[config.mk]
export PLATFORM = sky130hd
export DESIGN_NAME = pattern_game_core
export DESIGN_NICKNAME = d
export VERILOG_FILES = /design/src/rtl/pattern_game_core.sv
export SDC_FILE = /design/constraint.sdc
export NUM_CORES = 1
export LEC_CHECK = 0
export BUFFER_PORTS_ARGS = -buffer_cell sky130_fd_sc_hd__buf_2
export CORE_MARGIN = 2
export CORE_UTILIZATION = 60
export DETAILED_ROUTE_END_ITERATION = 16
export PLACE_DENSITY = 0.8
export SLEW_MARGIN = 30
export SYNTH_ARGS = -nofsm -noshare
export SYNTH_HDL_FRONTEND = slang
export SYNTH_SLANG_ARGS = --single-unit
[constraint.sdc]
create_clock -name clk_2 -period 6.7 [get_ports clk_2]
set_input_delay 1.34 -clock clk_2 [delete_from_list [all_inputs] [get_ports clk_2]]
set_output_delay 1.34 -clock clk_2 [all_outputs]
set_load 0.1 [all_outputs]
[src/rtl/pattern_game_core.sv]
// pattern_game_core: memory-game engine. Each round the LFSR adds one symbol to the
// pattern. The pattern is played back on the LEDs, then the player's button replay is
// checked. A wrong press or a timeout loses the game; N_ROUNDS completed rounds win it.
module pattern_game_core #(
  parameter int          N_CH          = 8,
  parameter int          MAX_LEN       = 16,
  parameter int          N_ROUNDS      = 10,
  parameter int          SHOW_TICKS    = 4,
  parameter int          GAP_TICKS     = 2,
  parameter int          TIMEOUT_TICKS = 50,
  parameter logic [15:0] SEED          = 16'hACE1,
  localparam int         LW            = $clog2(MAX_LEN + 1),
  localparam int         RW            = $clog2(N_ROUNDS + 1)
) (
  input  logic            clk_2,
  input  logic            rst,
  input  logic            tick,
  input  logic            start,
  input  logic            abort,
  input  logic [LW-1:0]   len_init,
  input  logic [N_CH-1:0] btn,
  output logic [N_CH-1:0] led,
  output logic [RW-1:0]   round_no,
  output logic [LW-1:0]   cur_len,
  output logic [15:0]     score,
  output logic            busy,
  output logic            win,
  output logic            lose
);

  localparam int SW   = (N_CH > 1) ? $clog2(N_CH) : 1;
  localparam int IW   = (MAX_LEN > 1) ? $clog2(MAX_LEN) : 1;
  localparam int TMAX = (TIMEOUT_TICKS > SHOW_TICKS) ?
                        ((TIMEOUT_TICKS > GAP_TICKS) ? TIMEOUT_TICKS : GAP_TICKS) :
                        ((SHOW_TICKS > GAP_TICKS) ? SHOW_TICKS : GAP_TICKS);
  localparam int TW   = $clog2(TMAX + 1);

  // An all-zero Galois LFSR would lock up, so a zero seed is replaced.
  localparam logic [15:0]     SEED_EFF  = (SEED == 16'h0000) ? 16'h0001 : SEED;
  localparam logic [LW-1:0]   MAX_LEN_C = LW'(MAX_LEN);
  localparam logic [RW-1:0]   ROUNDS_C  = RW'(N_ROUNDS);
  localparam logic [TW-1:0]   SHOW_LAST = TW'(SHOW_TICKS - 1);
  localparam logic [TW-1:0]   GAP_LAST  = TW'(GAP_TICKS - 1);
  localparam logic [TW-1:0]   TO_LAST   = TW'(TIMEOUT_TICKS - 1);
  localparam logic [N_CH-1:0] ONE       = N_CH'(1);

  typedef enum logic [2:0] {
    S_IDLE, S_GEN, S_SHOW_ON, S_SHOW_OFF, S_WAIT_IN, S_WIN, S_LOSE
  } state_e;

  state_e          state_q, state_d;
  logic [15:0]     lfsr_q, lfsr_d;
  logic [LW-1:0]   cur_len_q, cur_len_d;
  logic [LW-1:0]   target_q, target_d;
  logic [IW-1:0]   idx_q, idx_d;
  logic [TW-1:0]   tmr_q, tmr_d;
  logic [RW-1:0]   round_q, round_d;
  logic [15:0]     score_q, score_d;
  logic [N_CH-1:0] led_q, led_d;
  logic            busy_q, busy_d;
  logic            win_q, win_d;
  logic            lose_q, lose_d;

  logic [SW-1:0]   pat_mem [MAX_LEN];

  logic [15:0]     lfsr_next;
  logic [SW-1:0]   sym_raw, sym_new, rd_sym;
  logic [IW-1:0]   wr_idx;
  logic            gen_we;
  logic [LW-1:0]   start_len;
  logic [N_CH-1:0] exp_btn;
  logic            last_idx;
  logic [16:0]     score_sum;
  logic [15:0]     score_sat;

  // Next LFSR value and the symbol it yields, folded into 0..N_CH-1.
  assign lfsr_next = {1'b0, lfsr_q[15:1]} ^ (lfsr_q[0] ? 16'hB400 : 16'h0000);
  assign sym_raw   = lfsr_next[SW-1:0];
  assign sym_new   = (32'(sym_raw) >= 32'(N_CH)) ? (sym_raw - SW'(N_CH)) : sym_raw;
  assign wr_idx    = cur_len_q[IW-1:0];

  // Difficulty clamped to 1..MAX_LEN at game start.
  assign start_len = (len_init == '0)       ? LW'(1)    :
                     (len_init > MAX_LEN_C) ? MAX_LEN_C : len_init;

  assign exp_btn   = ONE << pat_mem[idx_q];
  assign last_idx  = (LW'(idx_q) + LW'(1)) == cur_len_q;
  assign score_sum = {1'b0, score_q} + 17'(cur_len_q);
  assign score_sat = score_sum[16] ? 16'hFFFF : score_sum[15:0];

  // Pattern storage: one symbol written per GEN cycle.
  // NOTE: the pattern RAM has no reset; its content is only read after GEN has written it.
  always_ff @(posedge clk_2) begin
    if (gen_we) pat_mem[wr_idx] <= sym_new;
  end

  // Game FSM: next state, LFSR, counters and score.
  always_comb begin
    // NOTE: every variable gets a default here so no path leaves it unassigned (no latches).
    state_d   = state_q;
    lfsr_d    = lfsr_q;
    cur_len_d = cur_len_q;
    target_d  = target_q;
    idx_d     = idx_q;
    tmr_d     = tmr_q;
    round_d   = round_q;
    score_d   = score_q;
    gen_we    = 1'b0;

    if (abort) begin
      // Abort wins over start and leaves counters untouched.
      state_d = S_IDLE;
    end else begin
      case (state_q)
        S_IDLE, S_WIN, S_LOSE: begin
          if (start) begin
            state_d   = S_GEN;
            cur_len_d = '0;
            target_d  = start_len;
            round_d   = '0;
            score_d   = '0;
            idx_d     = '0;
            tmr_d     = '0;
          end
        end

        S_GEN: begin
          gen_we    = 1'b1;
          lfsr_d    = lfsr_next;
          cur_len_d = cur_len_q + LW'(1);
          if (cur_len_q + LW'(1) == target_q) begin
            state_d = S_SHOW_ON;
            idx_d   = '0;
            tmr_d   = '0;
          end
        end

        S_SHOW_ON: begin
          if (tick) begin
            if (tmr_q == SHOW_LAST) begin
              state_d = S_SHOW_OFF;
              tmr_d   = '0;
            end else begin
              tmr_d = tmr_q + TW'(1);
            end
          end
        end

        S_SHOW_OFF: begin
          if (tick) begin
            if (tmr_q == GAP_LAST) begin
              tmr_d = '0;
              if (last_idx) begin
                state_d = S_WAIT_IN;
                idx_d   = '0;
              end else begin
                state_d = S_SHOW_ON;
                idx_d   = idx_q + IW'(1);
              end
            end else begin
              tmr_d = tmr_q + TW'(1);
            end
          end
        end

        S_WAIT_IN: begin
          if (btn != '0) begin
            // A press outranks a timeout tick in the same cycle.
            if (btn == exp_btn) begin
              tmr_d = '0;
              if (last_idx) begin
                score_d = score_sat;
                round_d = round_q + RW'(1);
                idx_d   = '0;
                if (round_q + RW'(1) == ROUNDS_C) begin
                  state_d = S_WIN;
                end else if (cur_len_q == MAX_LEN_C) begin
                  state_d = S_SHOW_ON;
                end else begin
                  state_d  = S_GEN;
                  target_d = cur_len_q + LW'(1);
                end
              end else begin
                idx_d = idx_q + IW'(1);
              end
            end else begin
              state_d = S_LOSE;
            end
          end else if (tick) begin
            if (tmr_q == TO_LAST) state_d = S_LOSE;
            else                  tmr_d   = tmr_q + TW'(1);
          end
        end

        default: state_d = S_IDLE;
      endcase
    end
  end

  // Registered outputs derived from the next state; the RAM read bypasses a same-cycle write.
  always_comb begin
    rd_sym = (gen_we && (wr_idx == idx_d)) ? sym_new : pat_mem[idx_d];
    case (state_d)
      S_SHOW_ON: led_d = ONE << rd_sym;
      S_WIN:     led_d = '1;
      default:   led_d = '0;
    endcase
    busy_d = (state_d == S_GEN) || (state_d == S_SHOW_ON) ||
             (state_d == S_SHOW_OFF) || (state_d == S_WAIT_IN);
    win_d  = (state_d == S_WIN);
    lose_d = (state_d == S_LOSE);
  end

  // State and output registers with asynchronous reset.
  // NOTE: non-blocking assignments here so every flop samples pre-edge values.
  always_ff @(posedge clk_2 or posedge rst) begin
    if (rst) begin
      state_q   <= S_IDLE;
      lfsr_q    <= SEED_EFF;
      cur_len_q <= '0;
      target_q  <= '0;
      idx_q     <= '0;
      tmr_q     <= '0;
      round_q   <= '0;
      score_q   <= '0;
      led_q     <= '0;
      busy_q    <= 1'b0;
      win_q     <= 1'b0;
      lose_q    <= 1'b0;
    end else begin
      state_q   <= state_d;
      lfsr_q    <= lfsr_d;
      cur_len_q <= cur_len_d;
      target_q  <= target_d;
      idx_q     <= idx_d;
      tmr_q     <= tmr_d;
      round_q   <= round_d;
      score_q   <= score_d;
      led_q     <= led_d;
      busy_q    <= busy_d;
      win_q     <= win_d;
      lose_q    <= lose_d;
    end
  end

  assign led      = led_q;
  assign round_no = round_q;
  assign cur_len  = cur_len_q;
  assign score    = score_q;
  assign busy     = busy_q;
  assign win      = win_q;
  assign lose     = lose_q;

endmodule

==> results.sh, run 1 <==
export IMPL_switching_share_pct=33.9
export IMPL_cts_root_buffer="clkbuf_16"
export IMPL_gp_congestion=0.954
export IMPL_leakage_uw=0.00336
export IMPL_power_frac_clock_pct=37.1
export IMPL_hold_viol_final=0
export IMPL_power_density_nw_per_um2=308
export IMPL_fin_hold_ws_ns=0.455
export IMPL_worstMarginPinSlew_ns=0.887
export IMPL_max_slew_margin_pct=40.9
export IMPL_synth_warnings=0
export IMPL_cap_violations=0
export IMPL_post_cts_resized=0
export IMPL_clockBufferDepth=2
export IMPL_grt_max_degree=71
export IMPL_r2r_cells=12
export IMPL_crit_arrival_ns=5.45
export IMPL_synth_edff_count=48
export IMPL_period_share_pct=77.2
export IMPL_grt_pass1_vias=5705
export IMPL_async_reset_ff_share_pct=59.3
export IMPL_hold_depth=2
export IMPL_ys_ff_latch=118
export IMPL_synth_nets=743
export IMPL_die_y_um=113
export IMPL_rows=39
export IMPL_drv_slew=0
export IMPL_p_switching_uw=838
export IMPL_fillers=802
export IMPL_cts_sinks=118
export IMPL_synth_area_um2=7080
export IMPL_setup_viol=0
export IMPL_fin_tns_setup_ns=0
export IMPL_cts_buffers=17
export IMPL_ys_types=84
export IMPL_grt_usage_pct=28.8
export IMPL_antenna_left=0
export IMPL_drc_errors=0
export IMPL_h_tree_depth=4
export IMPL_avgSynthCellArea_um2=9.97
export IMPL_cts_tree="done"
export IMPL_grt_pass1_wl_um=28800
export IMPL_clock_skew_ns=0.00966
export IMPL_drtPass1Iterations=5
export IMPL_min_path_type="reg -> reg"
export IMPL_fin_crit_ns=5.17
export IMPL_core_um2=11500
export IMPL_cp_end_kind="register"
export IMPL_synth_main_ff_cell="dfrtp_1"
export IMPL_clk_pin_slew_ns=0.06
export IMPL_combPwrFrac_pct=22.2
export IMPL_dpl_cell_area_um2=7420
export IMPL_start_util_pct=61.7
export IMPL_dp_hpwl_um=11900
export IMPL_status="finished clean"
export IMPL_p_seq_share_pct=40.7
export IMPL_rsz0062_at_grt="false"
export IMPL_port_buffers=53
export IMPL_die_area_um2=12700
export IMPL_drt_wirelength_per_cell_um=19.1
export IMPL_clk_latency_ns=0.43
export IMPL_peakVddDrop_v=0.000333
export IMPL_post_cts_buffers=0
export IMPL_layout_drive_gt1_share_pct=16.9
export IMPL_hold_buffers=0
export IMPL_routed_via_density=6.61
export IMPL_pin_count=54
export IMPL_fmax_ghz=0.193
export IMPL_intPower_uw=1630
export IMPL_wirelength_um=17400
export IMPL_antenna_found_initial=0
export IMPL_crit_path_max_fanout=19
export IMPL_yosysSeqAreaShare_pct=45.3
export IMPL_syn_inst=710
export IMPL_stdcell_area_um2=8030
export IMPL_gr_total_overflow=0
export IMPL_crit_type="reg -> reg"
export IMPL_start_kind="register"
export IMPL_num_antenna_cells=0
export IMPL_nets=788
export IMPL_die_x_um=113
export IMPL_crit_required_ns=6.98
export IMPL_vias=6020
export IMPL_drt_initial_drc_count=637
export IMPL_synthToLayoutAreaGrowth_pct=13.5
==> per-stage QoR <==
step           std cells  worst slack [ns]  total power (µW)  utilization (%)
2_1_floorplan        710              2.23              1390                -
3_3_place_gp         879              1.85              1520             64.6
3_5_place_dp         879              1.59              1550             64.7
4_1_cts              911              1.57              2460             69.9
5_1_grt              911              1.24              2590             70.0
6_report             911              1.53              2470             70.0
==> power groups by stage <==
stage,clock network (µW),logic (µW),registers [µW]
floorplan,0,381,1010
global placement,0,507,1010
detailed placement,0,530,1020
CTS,924,535,1000
global route,961,606,1020
finish,916,548,1010
==> per-layer routing <==
metal / up-vias / wire length [µm] / track usage [%]
li1: 2747 / - / -
met3: 52 / 1380 / 6.37
met5: - / 0 / 0
met4: 0 / 531 / 13.3
met1: 2939 / 7240 / 38.7
met2: 282 / 8270 / 45.1
==> layout make-up <==
class                      count  area (µm²)  share of cell area [%]
clock inverter                13         143                    1.78
clock buffer                  19         453                    5.64
inverter                      28         105                    1.31
tap                          143         179                    2.23
multi-input combinational    534        3660                    45.5
sequential                   118        3200                    39.9
timing repair buffer          56         292                    3.63
==> flip-flops by register name, summed over array words and instances, names as in the netlist <==
signal    count
busy          1
state_q       3
idx_q         4
win           1
target_q      5
lfsr_q       16
round_no      4
score        16
tmr_q         6
lose          1
pat_mem      48
led           8
cur_len       5
==> worst max-delay path, cell delays in order, from the launching register on <==
cell and delay, ns:
dfrtp_1 0.92, mux4_1 0.68, a22oi_2 0.21, nand2_2 0.12, or4_4 0.51, a32o_2 0.30, nor3_4 0.31, a41o_1 0.26
mux2_4 0.32, a2111oi_4 0.56, a221o_1 0.23, o21ai_1 0.13, o41ai_1 0.46
==> cell usage after synthesis, types with 3 or more instances <==
cell type,n,area share [%]
and3_1,7,0.62
or2_2,5,0.44
and4_1,3,0.37
nor3b_1,3,0.32
nor2b_1,12,1.1
xnor2_1,13,1.6
or4_1,6,0.64
nor3_1,13,0.92
nand2b_1,12,1.1
nand3b_1,3,0.32
inv_1,27,1.4
dfrtp_1,62,22
mux2i_1,26,3.7
a32o_1,3,0.42
o21ai_0,54,3.8
a22oi_1,5,0.53
a31oi_1,10,0.88
a21oi_1,31,2.2
a211oi_1,3,0.32
o41ai_1,9,1.1
xor2_1,6,0.74
nand4_1,11,0.97
nand3_1,17,1.2
nor2_1,55,2.9
ha_1,14,2.5
o22ai_1,3,0.27
and2_1,4,0.35
a311oi_1,3,0.37
mux2_2,4,0.64
a22o_1,9,1.1
edfxtp_1,48,20
nand2_1,108,5.7
dfstp_2,8,3.0
clkbuf_1,22,1.2
o311ai_1,3,0.37
o31ai_1,12,1.3
mux4_1,10,3.7
a21o_1,7,0.74
==> cell usage in the layout, fill, tap and decap left out, types with 4 or more instances in the layout <==
master	netlist	routed
a21o_1	7	7
a21oi_1	31	31
a22o_1	9	9
a22oi_1	5	5
a31oi_1	10	10
and2_1	4	4
and3_1	7	7
buf_2	2	53
clkbuf_16	0	17
dfrtp_1	62	62
dfstp_2	8	8
edfxtp_1	48	48
ha_1	14	14
inv_1	27	26
inv_6	0	4
mux2_2	4	4
mux2i_1	26	26
mux4_1	10	10
nand2_1	108	108
nand2b_1	12	12
nand3_1	17	17
nand4_1	11	11
nor2_1	55	55
nor2b_1	12	12
nor3_1	13	11
o21ai_0	54	54
o31ai_1	12	12
o41ai_1	9	8
or2_2	5	5
or4_1	6	6
xnor2_1	13	13
xor2_1	6	6
==> logic make-up after synthesis <==
| family | share of synthesized area [%] |
|---|---|
| buffers and inverters | 3.66 |
| multiplexers | 9.04 |
| flip-flops | 45.3 |
| AO/OA/AOI/OAI | 18.3 |
| AND/OR/NAND/NOR | 18.3 |
| XOR/XNOR | 2.67 |
| adder cells (fa/ha/maj) | 2.76 |
==> final timing paths <==
kind / end / from / slack (ns)
max reg2reg: led[4]$_DFF_PP0_ / idx_q[0]$_DFF_PP0_ / 1.53
min reg2reg: lfsr_q[6]$_DFFE_PP1P_ / lfsr_q[7]$_DFFE_PP1P_ / 0.46
max in group asynchronous: led[1]$_DFF_PP0_ / rst / 5.18
min: lfsr_q[6]$_DFFE_PP1P_ / lfsr_q[7]$_DFFE_PP1P_ / 0.46
max: led[4]$_DFF_PP0_ / idx_q[0]$_DFF_PP0_ / 1.53
min in group asynchronous: cur_len[3]$_DFFE_PP0P_ / rst / 1.08
No activity file was read; power rests on OpenSTA's default activity.
==> inputs of run 2 (changes only) <==
--- a/config.mk
+++ b/config.mk
@@ -7,9 +7,9 @@
 export LEC_CHECK = 0
 export BUFFER_PORTS_ARGS = -buffer_cell sky130_fd_sc_hd__buf_2
 export CORE_MARGIN = 2
-export CORE_UTILIZATION = 60
+export CORE_UTILIZATION = 55
 export DETAILED_ROUTE_END_ITERATION = 16
-export PLACE_DENSITY = 0.8
+export PLACE_DENSITY = 0.77
 export SLEW_MARGIN = 30
 export SYNTH_ARGS = -nofsm -noshare
 export SYNTH_HDL_FRONTEND = slang
==> constraint.sdc (replaced) <==
create_clock -name clk_2 -period 4.3 [get_ports clk_2]
set_input_delay 0.86 -clock clk_2 [delete_from_list [all_inputs] [get_ports clk_2]]
set_output_delay 0.86 -clock clk_2 [all_outputs]
set_load 0.1 [all_outputs]
==> run 2 against run 1 <==
Effect of this change:
- the run now ends with setup timing left
- global-route usage down 2.2 points
- critical path depth up 4
- non-clock buffer count up 52
- routed wire length up 8.2%
- register-to-register slack worse by 1.6 ns
- final area up 8.2%
- combinational power up 93%
- via count up 3.3%
- sequential cell count unchanged
- first-iteration DRC count up 13%
- sequential share of layout area down 3.0 points
- largest power group unchanged
==> results.sh, run 2 (synthesis results as in run 1) <==
export IMPL_vias=6221
export IMPL_port_buffers=53
export IMPL_clk_pin_slew_ns=0.06
export IMPL_final_common_cell="nand2_1"
export IMPL_synthToLayoutAreaGrowth_pct=22.8
export IMPL_intPower_uw=2660
export IMPL_power_frac_clock_pct=34.8
export IMPL_cts_buffers=17
export IMPL_die_x_um=117
export IMPL_cp_end_kind="register"
export IMPL_fillers=907
export IMPL_crit_type="reg -> reg"
export IMPL_power_density_nw_per_um2=457
export IMPL_r2r_cells=16
export IMPL_fin_ws_ns=-0.0732
export IMPL_start_kind="register"
export IMPL_min_path_type="in -> async"
export IMPL_crit_arrival_ns=4.68
export IMPL_grt_pass1_wl_um=29400
export IMPL_pin_count=54
export IMPL_gp_congestion=0.946
export IMPL_cts_root_buffer="clkbuf_16"
export IMPL_period_share_pct=102
export IMPL_drv_slew=0
export IMPL_core_um2=12600
export IMPL_leakage_uw=0.00368
export IMPL_start_util_pct=56.3
export IMPL_rows=41
export IMPL_largest_reg_flops=48
export IMPL_fin_crit_ns=4.37
export IMPL_crit_required_ns=4.61
export IMPL_setup_viol=8
export IMPL_gr_total_overflow=0
export IMPL_clock_skew_ns=0.0134
export IMPL_switching_share_pct=33.0
export IMPL_layout_drive_gt1_share_pct=26.0
export IMPL_clockBufferDepth=2
export IMPL_routed_via_density=6.27
export IMPL_cap_violations=0
export IMPL_h_tree_depth=4
export IMPL_crit_path_max_fanout=8
export IMPL_drt_initial_drc_count=722
export IMPL_grt_pass1_vias=5945
export IMPL_max_slew_margin_pct=48.7
export IMPL_num_antenna_cells=0
export IMPL_violations="setup timing"
export IMPL_peakVddDrop_v=0.000331
export IMPL_cts_tree="done"
export IMPL_grt_max_degree=32
export IMPL_fmax_ghz=0.229
export IMPL_drc_errors=0
export IMPL_largest_register="pat_mem"
export IMPL_cts_sinks=118
export IMPL_p_seq_share_pct=38.6
export IMPL_antenna_found_initial=0
export IMPL_hold_buffers=0
export IMPL_drt_wirelength_per_cell_um=19.0
export IMPL_hold_viol_final=0
export IMPL_combPwrFrac_pct=26.6
export IMPL_dp_hpwl_um=12800
export IMPL_antenna_left=0
export IMPL_worstMarginPinSlew_ns=0.770
export IMPL_die_y_um=117
export IMPL_die_area_um2=13800
export IMPL_drtPass1Iterations=6
export IMPL_dp_slack_ns=-0.0635
export IMPL_status="complete, but fails checks"
export IMPL_fin_tns_setup_ns=-0.375
export IMPL_final_cell_mix="107 x nand2_1, 58 x dfrtp_1, 55 x nor2_1"
export IMPL_nets=840
export IMPL_wirelength_um=18800
export IMPL_clk_latency_ns=0.42
export IMPL_grt_usage_pct=26.6
export IMPL_p_switching_uw=1310
export IMPL_rsz0062_at_grt="true"
run 2: cell count changes in the layout (fill, tap and decap cells not counted), sizes merged:
cell / before / now
inv: 33 / 28
buf: 56 / 107
clkinv: 3 / 5
bufinv: 2 / 3
clkbuf: 19 / 22
run 2: final timing paths:
path                                       start                     to  slack (ns)
hold / removal                               rst   score[3]$_DFFE_PP0P_        0.43
setup / recovery              idx_q[0]$_DFF_PP0_       led[3]$_DFF_PP0_       -0.07
setup reg to reg              idx_q[0]$_DFF_PP0_       led[3]$_DFF_PP0_       -0.07
min in group clk_2         lfsr_q[6]$_DFFE_PP1P_  lfsr_q[6]$_DFFE_PP1P_        0.46
hold reg to reg            lfsr_q[6]$_DFFE_PP1P_  lfsr_q[6]$_DFFE_PP1P_        0.46
max in group asynchronous                    rst   state_q[0]$_DFF_PP0_        3.12
run 2: stage by stage:
step	hold slack, ns	power, µW	cells	cell area [µm²]	util (%)
after floorplan	0.435	2170	710	7080	-
after global placement	0.442	2440	940	7700	61.2
after detailed placement	0.450	2470	940	7700	61.2
after CTS	0.422	3880	977	8370	66.6
after global routing	0.447	4160	992	8690	69.1
final	0.426	3970	992	8690	69.1
run 2: what timing repair did:
action,4_1_cts,5_1_grt
gates cloned,0,1
endpoints found under the setup margin,8,8
setup buffers,5,14
pin swaps,3,28
resized for setup,8,44
run 2: final cells by class:
cell class	instances	area, µm²	area share, %
Multi-Input combinational cell	534	3850	44.3
Sequential cell	118	3210	36.9
Timing Repair Buffer	108	736	8.47
Tap cell	172	215	2.48
Clock buffer	21	440	5.07
Clock inverter	11	133	1.53
Inverter	28	108	1.24
run 2: power by group through the flow:
stage / combinational [µW] / clock, µW / sequential (µW)
CTS: 956 / 1390 / 1530
floorplan: 593 / 0 / 1580
finish: 1060 / 1380 / 1530
detailed placement: 922 / 0 / 1550
global placement: 898 / 0 / 1550
global route: 1150 / 1450 / 1560
run 2: metal layers:
metal / part of all wire, % / vias up / track usage, %
li1: - / 2842 / -
met1: 42 / 3012 / 35.7
met2: 48 / 313 / 42.5
met3: 7.6 / 54 / 6.37
met4: 2.4 / 0 / 9.64
met5: 0 / - / 0
run 2: critical path, cell delays in order, from the launching register on:
cell and delay, ns:
dfrtp_2 0.44, buf_12 0.14, mux4_2 0.50, a22oi_2 0.24, nand2_2 0.10, or4_4 0.45
a32o_2 0.34, o31a_4 0.39, nor2_8 0.12, buf_12 0.13, buf_6 0.10, mux2i_1 0.07
mux2_4 0.27, a22o_1 0.21, o31a_1 0.37, buf_4 0.17, o41ai_2 0.21
==> inputs of run 3 (changes only) <==
==> constraint.sdc (replaced) <==
create_clock -name clk_2 -period 4.3 [get_ports clk_2]
set_input_delay 0.86 -clock clk_2 [delete_from_list [all_inputs] [get_ports clk_2]]
set_output_delay 0.86 -clock clk_2 [all_outputs]
set_load 0.01 [all_outputs]
==> run 3 against run 2 <==
Effect of this change:
- the flow still finishes with violations (setup timing)
- sequential cell count stayed put
- combinational power is 5% lower
- clock power is 4% lower
- critical path depth is 1 lower
- first-iteration DRC count is 9.7% higher
- critical path type unchanged
- largest cell class unchanged
- largest power group unchanged
==> results.sh, run 3 (synthesis results as in run 1) <==
export IMPL_status="complete, but fails checks"
export IMPL_violations="setup timing"
export IMPL_die_area_um2=13800
export IMPL_drtPass1Iterations=7
export IMPL_cap_violations=0
export IMPL_clk_latency_ns=0.43
export IMPL_cts_root_buffer="clkbuf_16"
export IMPL_drt_wirelength_per_cell_um=19.9
export IMPL_leakage_uw=0.00380
export IMPL_wirelength_um=20000
export IMPL_dp_cells=939
export IMPL_synthToLayoutAreaGrowth_pct=24.4
export IMPL_r2r_cells=15
export IMPL_period_share_pct=105
export IMPL_met2_length_um=9450
export IMPL_rsz0062_at_grt="true"
export IMPL_cp_slowest_stage_delay_ns=0.53
export IMPL_worstReg2RegStart="idx_q[0]$_DFF_PP0_"
export IMPL_cts_tree="done"
export IMPL_p_switching_uw=1270
export IMPL_clockBufferDepth=2
export IMPL_vias=6402
export IMPL_hold_viol_final=0
export IMPL_port_buffers=53
export IMPL_core_um2=12600
export IMPL_timing_rr_end="led[5]$_DFF_PP0_"
export IMPL_worstMarginPinSlew_ns=0.768
export IMPL_grt_max_degree=32
export IMPL_die_y_um=117
export IMPL_power_density_nw_per_um2=439
export IMPL_final_cell_mix="106 x nand2_1, 60 x dfrtp_1, 57 x buf_4"
export IMPL_drt_initial_drc_count=792
export IMPL_grt_pass1_wl_um=30700
export IMPL_cp_end_kind="register"
export IMPL_fin_util_pct=70.0
export IMPL_fin_ws_ns=-0.225
export IMPL_gp_congestion=0.972
export IMPL_power_frac_clock_pct=34.4
export IMPL_min_to="lfsr_q[5]$_DFFE_PP1P_"
export IMPL_pin_count=54
export IMPL_peakVddDrop_v=0.000333
export IMPL_routed_via_density=6.38
export IMPL_dp_hpwl_um=13000
export IMPL_p_seq_share_pct=39.6
export IMPL_num_antenna_cells=0
export IMPL_cts_buffers=17
export IMPL_intPower_uw=2590
export IMPL_fmax_ghz=0.221
export IMPL_crit_type="reg -> reg"
export IMPL_nets=852
export IMPL_start_util_pct=56.3
export IMPL_antenna_found_initial=0
export IMPL_layout_drive_gt1_share_pct=27.9
export IMPL_min_path_type="reg -> reg"
export IMPL_drv_slew=0
export IMPL_largest_register="pat_mem"
export IMPL_grt_usage_pct=27.8
export IMPL_crit_slowest_cell="or4_4"
export IMPL_hold_depth=2
export IMPL_setup_viol=8
export IMPL_fin_crit_ns=4.52
export IMPL_clk_pin_slew_ns=0.06
export IMPL_rows=41
export IMPL_drc_errors=0
export IMPL_clock_skew_ns=0.0126
export IMPL_layoutNonFillerInstCount=1004
export IMPL_antenna_left=0
export IMPL_gr_total_overflow=0
export IMPL_m1WireLength_um=8060
export IMPL_largest_reg_flops=48
export IMPL_max_slew_margin_pct=48.8
export IMPL_crit_arrival_ns=4.83
export IMPL_combPwrFrac_pct=26.0
export IMPL_ff2ff_setup_slack_ns=-0.22
export IMPL_h_tree_depth=4
export IMPL_highest_layer="met4"
export IMPL_wl_met3_um=1760
export IMPL_cp_cell_sequence="buf_12 -> mux4_2 -> a22oi_2 -> nand2_2 -> or4_4 -> o311a_4 -> o31a_4 -> o21ai_0 -> nand4_1 -> a2111oi_4 -> buf_6 -> nand2_4 -> o31a_1 -> buf_4 -> o41ai_2"
export IMPL_start_kind="register"
export IMPL_die_x_um=117
export IMPL_crit_required_ns=4.61
export IMPL_fillers=881
export IMPL_final_common_cell="nand2_1"
export IMPL_crit_path_max_fanout=6
export IMPL_cts_sinks=118
export IMPL_switching_share_pct=32.9
export IMPL_grt_pass1_vias=6137
export IMPL_hold_path_startpoint="lfsr_q[6]$_DFFE_PP1P_"
-- run 3: cell count changes in the layout (fill, tap and decap cells not counted), sizes merged --
cell	before	now
nor2	56	57
bufinv	3	1
buf	107	118
inv	28	33
clkinvlp	3	1
clkbuf	22	21
-- run 3: cell type report --
class,instances,area (µm²),area share (%)
inverters,28,110,1.25
flip-flops and latches,118,3210,36.4
clock buffers,20,447,5.07
clock inverters,12,100,1.14
multi-input cells,535,3900,44.3
well taps,172,215,2.44
repair buffers,119,826,9.38
-- run 3: per-stage QoR --
step	setup TNS, ns	worst slack [ns]	power [µW]	hold WS [ns]	cell area, µm²
floorplan	0	0.0984	2070	0.435	7080
global placement	0	0.0772	2350	0.440	7690
detailed placement	-0.351	-0.0876	2380	0.446	7690
CTS	0	0.00246	3730	0.451	8350
global route	-1.52	-0.256	4040	0.463	8800
finish	-1.19	-0.225	3870	0.447	8800
-- run 3: worst max-delay path by stage --
stage | start | slack (ns) | depth (start not counted) | end
final | idx_q[0]$_DFF_PP0_ | -0.22 | 15 | led[5]$_DFF_PP0_
after floorplan | idx_q[0]$_DFF_PP0_ | 0.1 | 14 | led[4]$_DFF_PP0_
after CTS | idx_q[0]$_DFF_PP0_ | 0.002 | 16 | led[1]$_DFF_PP0_
after global placement | idx_q[0]$_DFF_PP0_ | 0.08 | 14 | led[7]$_DFF_PP0_
after detailed placement | idx_q[0]$_DFF_PP0_ | -0.09 | 14 | led[3]$_DFF_PP0_
after global routing | idx_q[0]$_DFF_PP0_ | -0.26 | 16 | led[5]$_DFF_PP0_
-- run 3: repair_timing --
action,CTS,global route
resized for setup,9,52
hold buffers,0,0
setup buffers,6,27
endpoints found under the setup margin,8,9
cloned,1,1
pin swaps,4,33
-- run 3: power by group through the flow --
stage	clock (µW)	combinational, µW	sequential, µW
after floorplan	0	593	1480
after global placement	0	813	1530
after detailed placement	0	838	1540
after CTS	1340	867	1520
after global routing	1390	1100	1550
final	1330	1010	1530
-- run 3: critical path, delay by kind of cell (launching register included) --
| kind | cells | cell delay [ns] |
|---|---|---|
| buf+inv | 3 | 0.50 |
| compound gates | 7 | 2.01 |
| mux | 1 | 0.51 |
| flops | 1 | 0.45 |
| simple gates | 4 | 0.93 |
-- run 3: routing by layer --
| layer | global-route usage [%] | vias to the layer above |
|---|---|---|
| met5 | 0 | - |
| met4 | 10.8 | 0 |
| met3 | 7.98 | 86 |
| met2 | 42.6 | 390 |
| met1 | 37.4 | 3057 |
| li1 | - | 2869 |
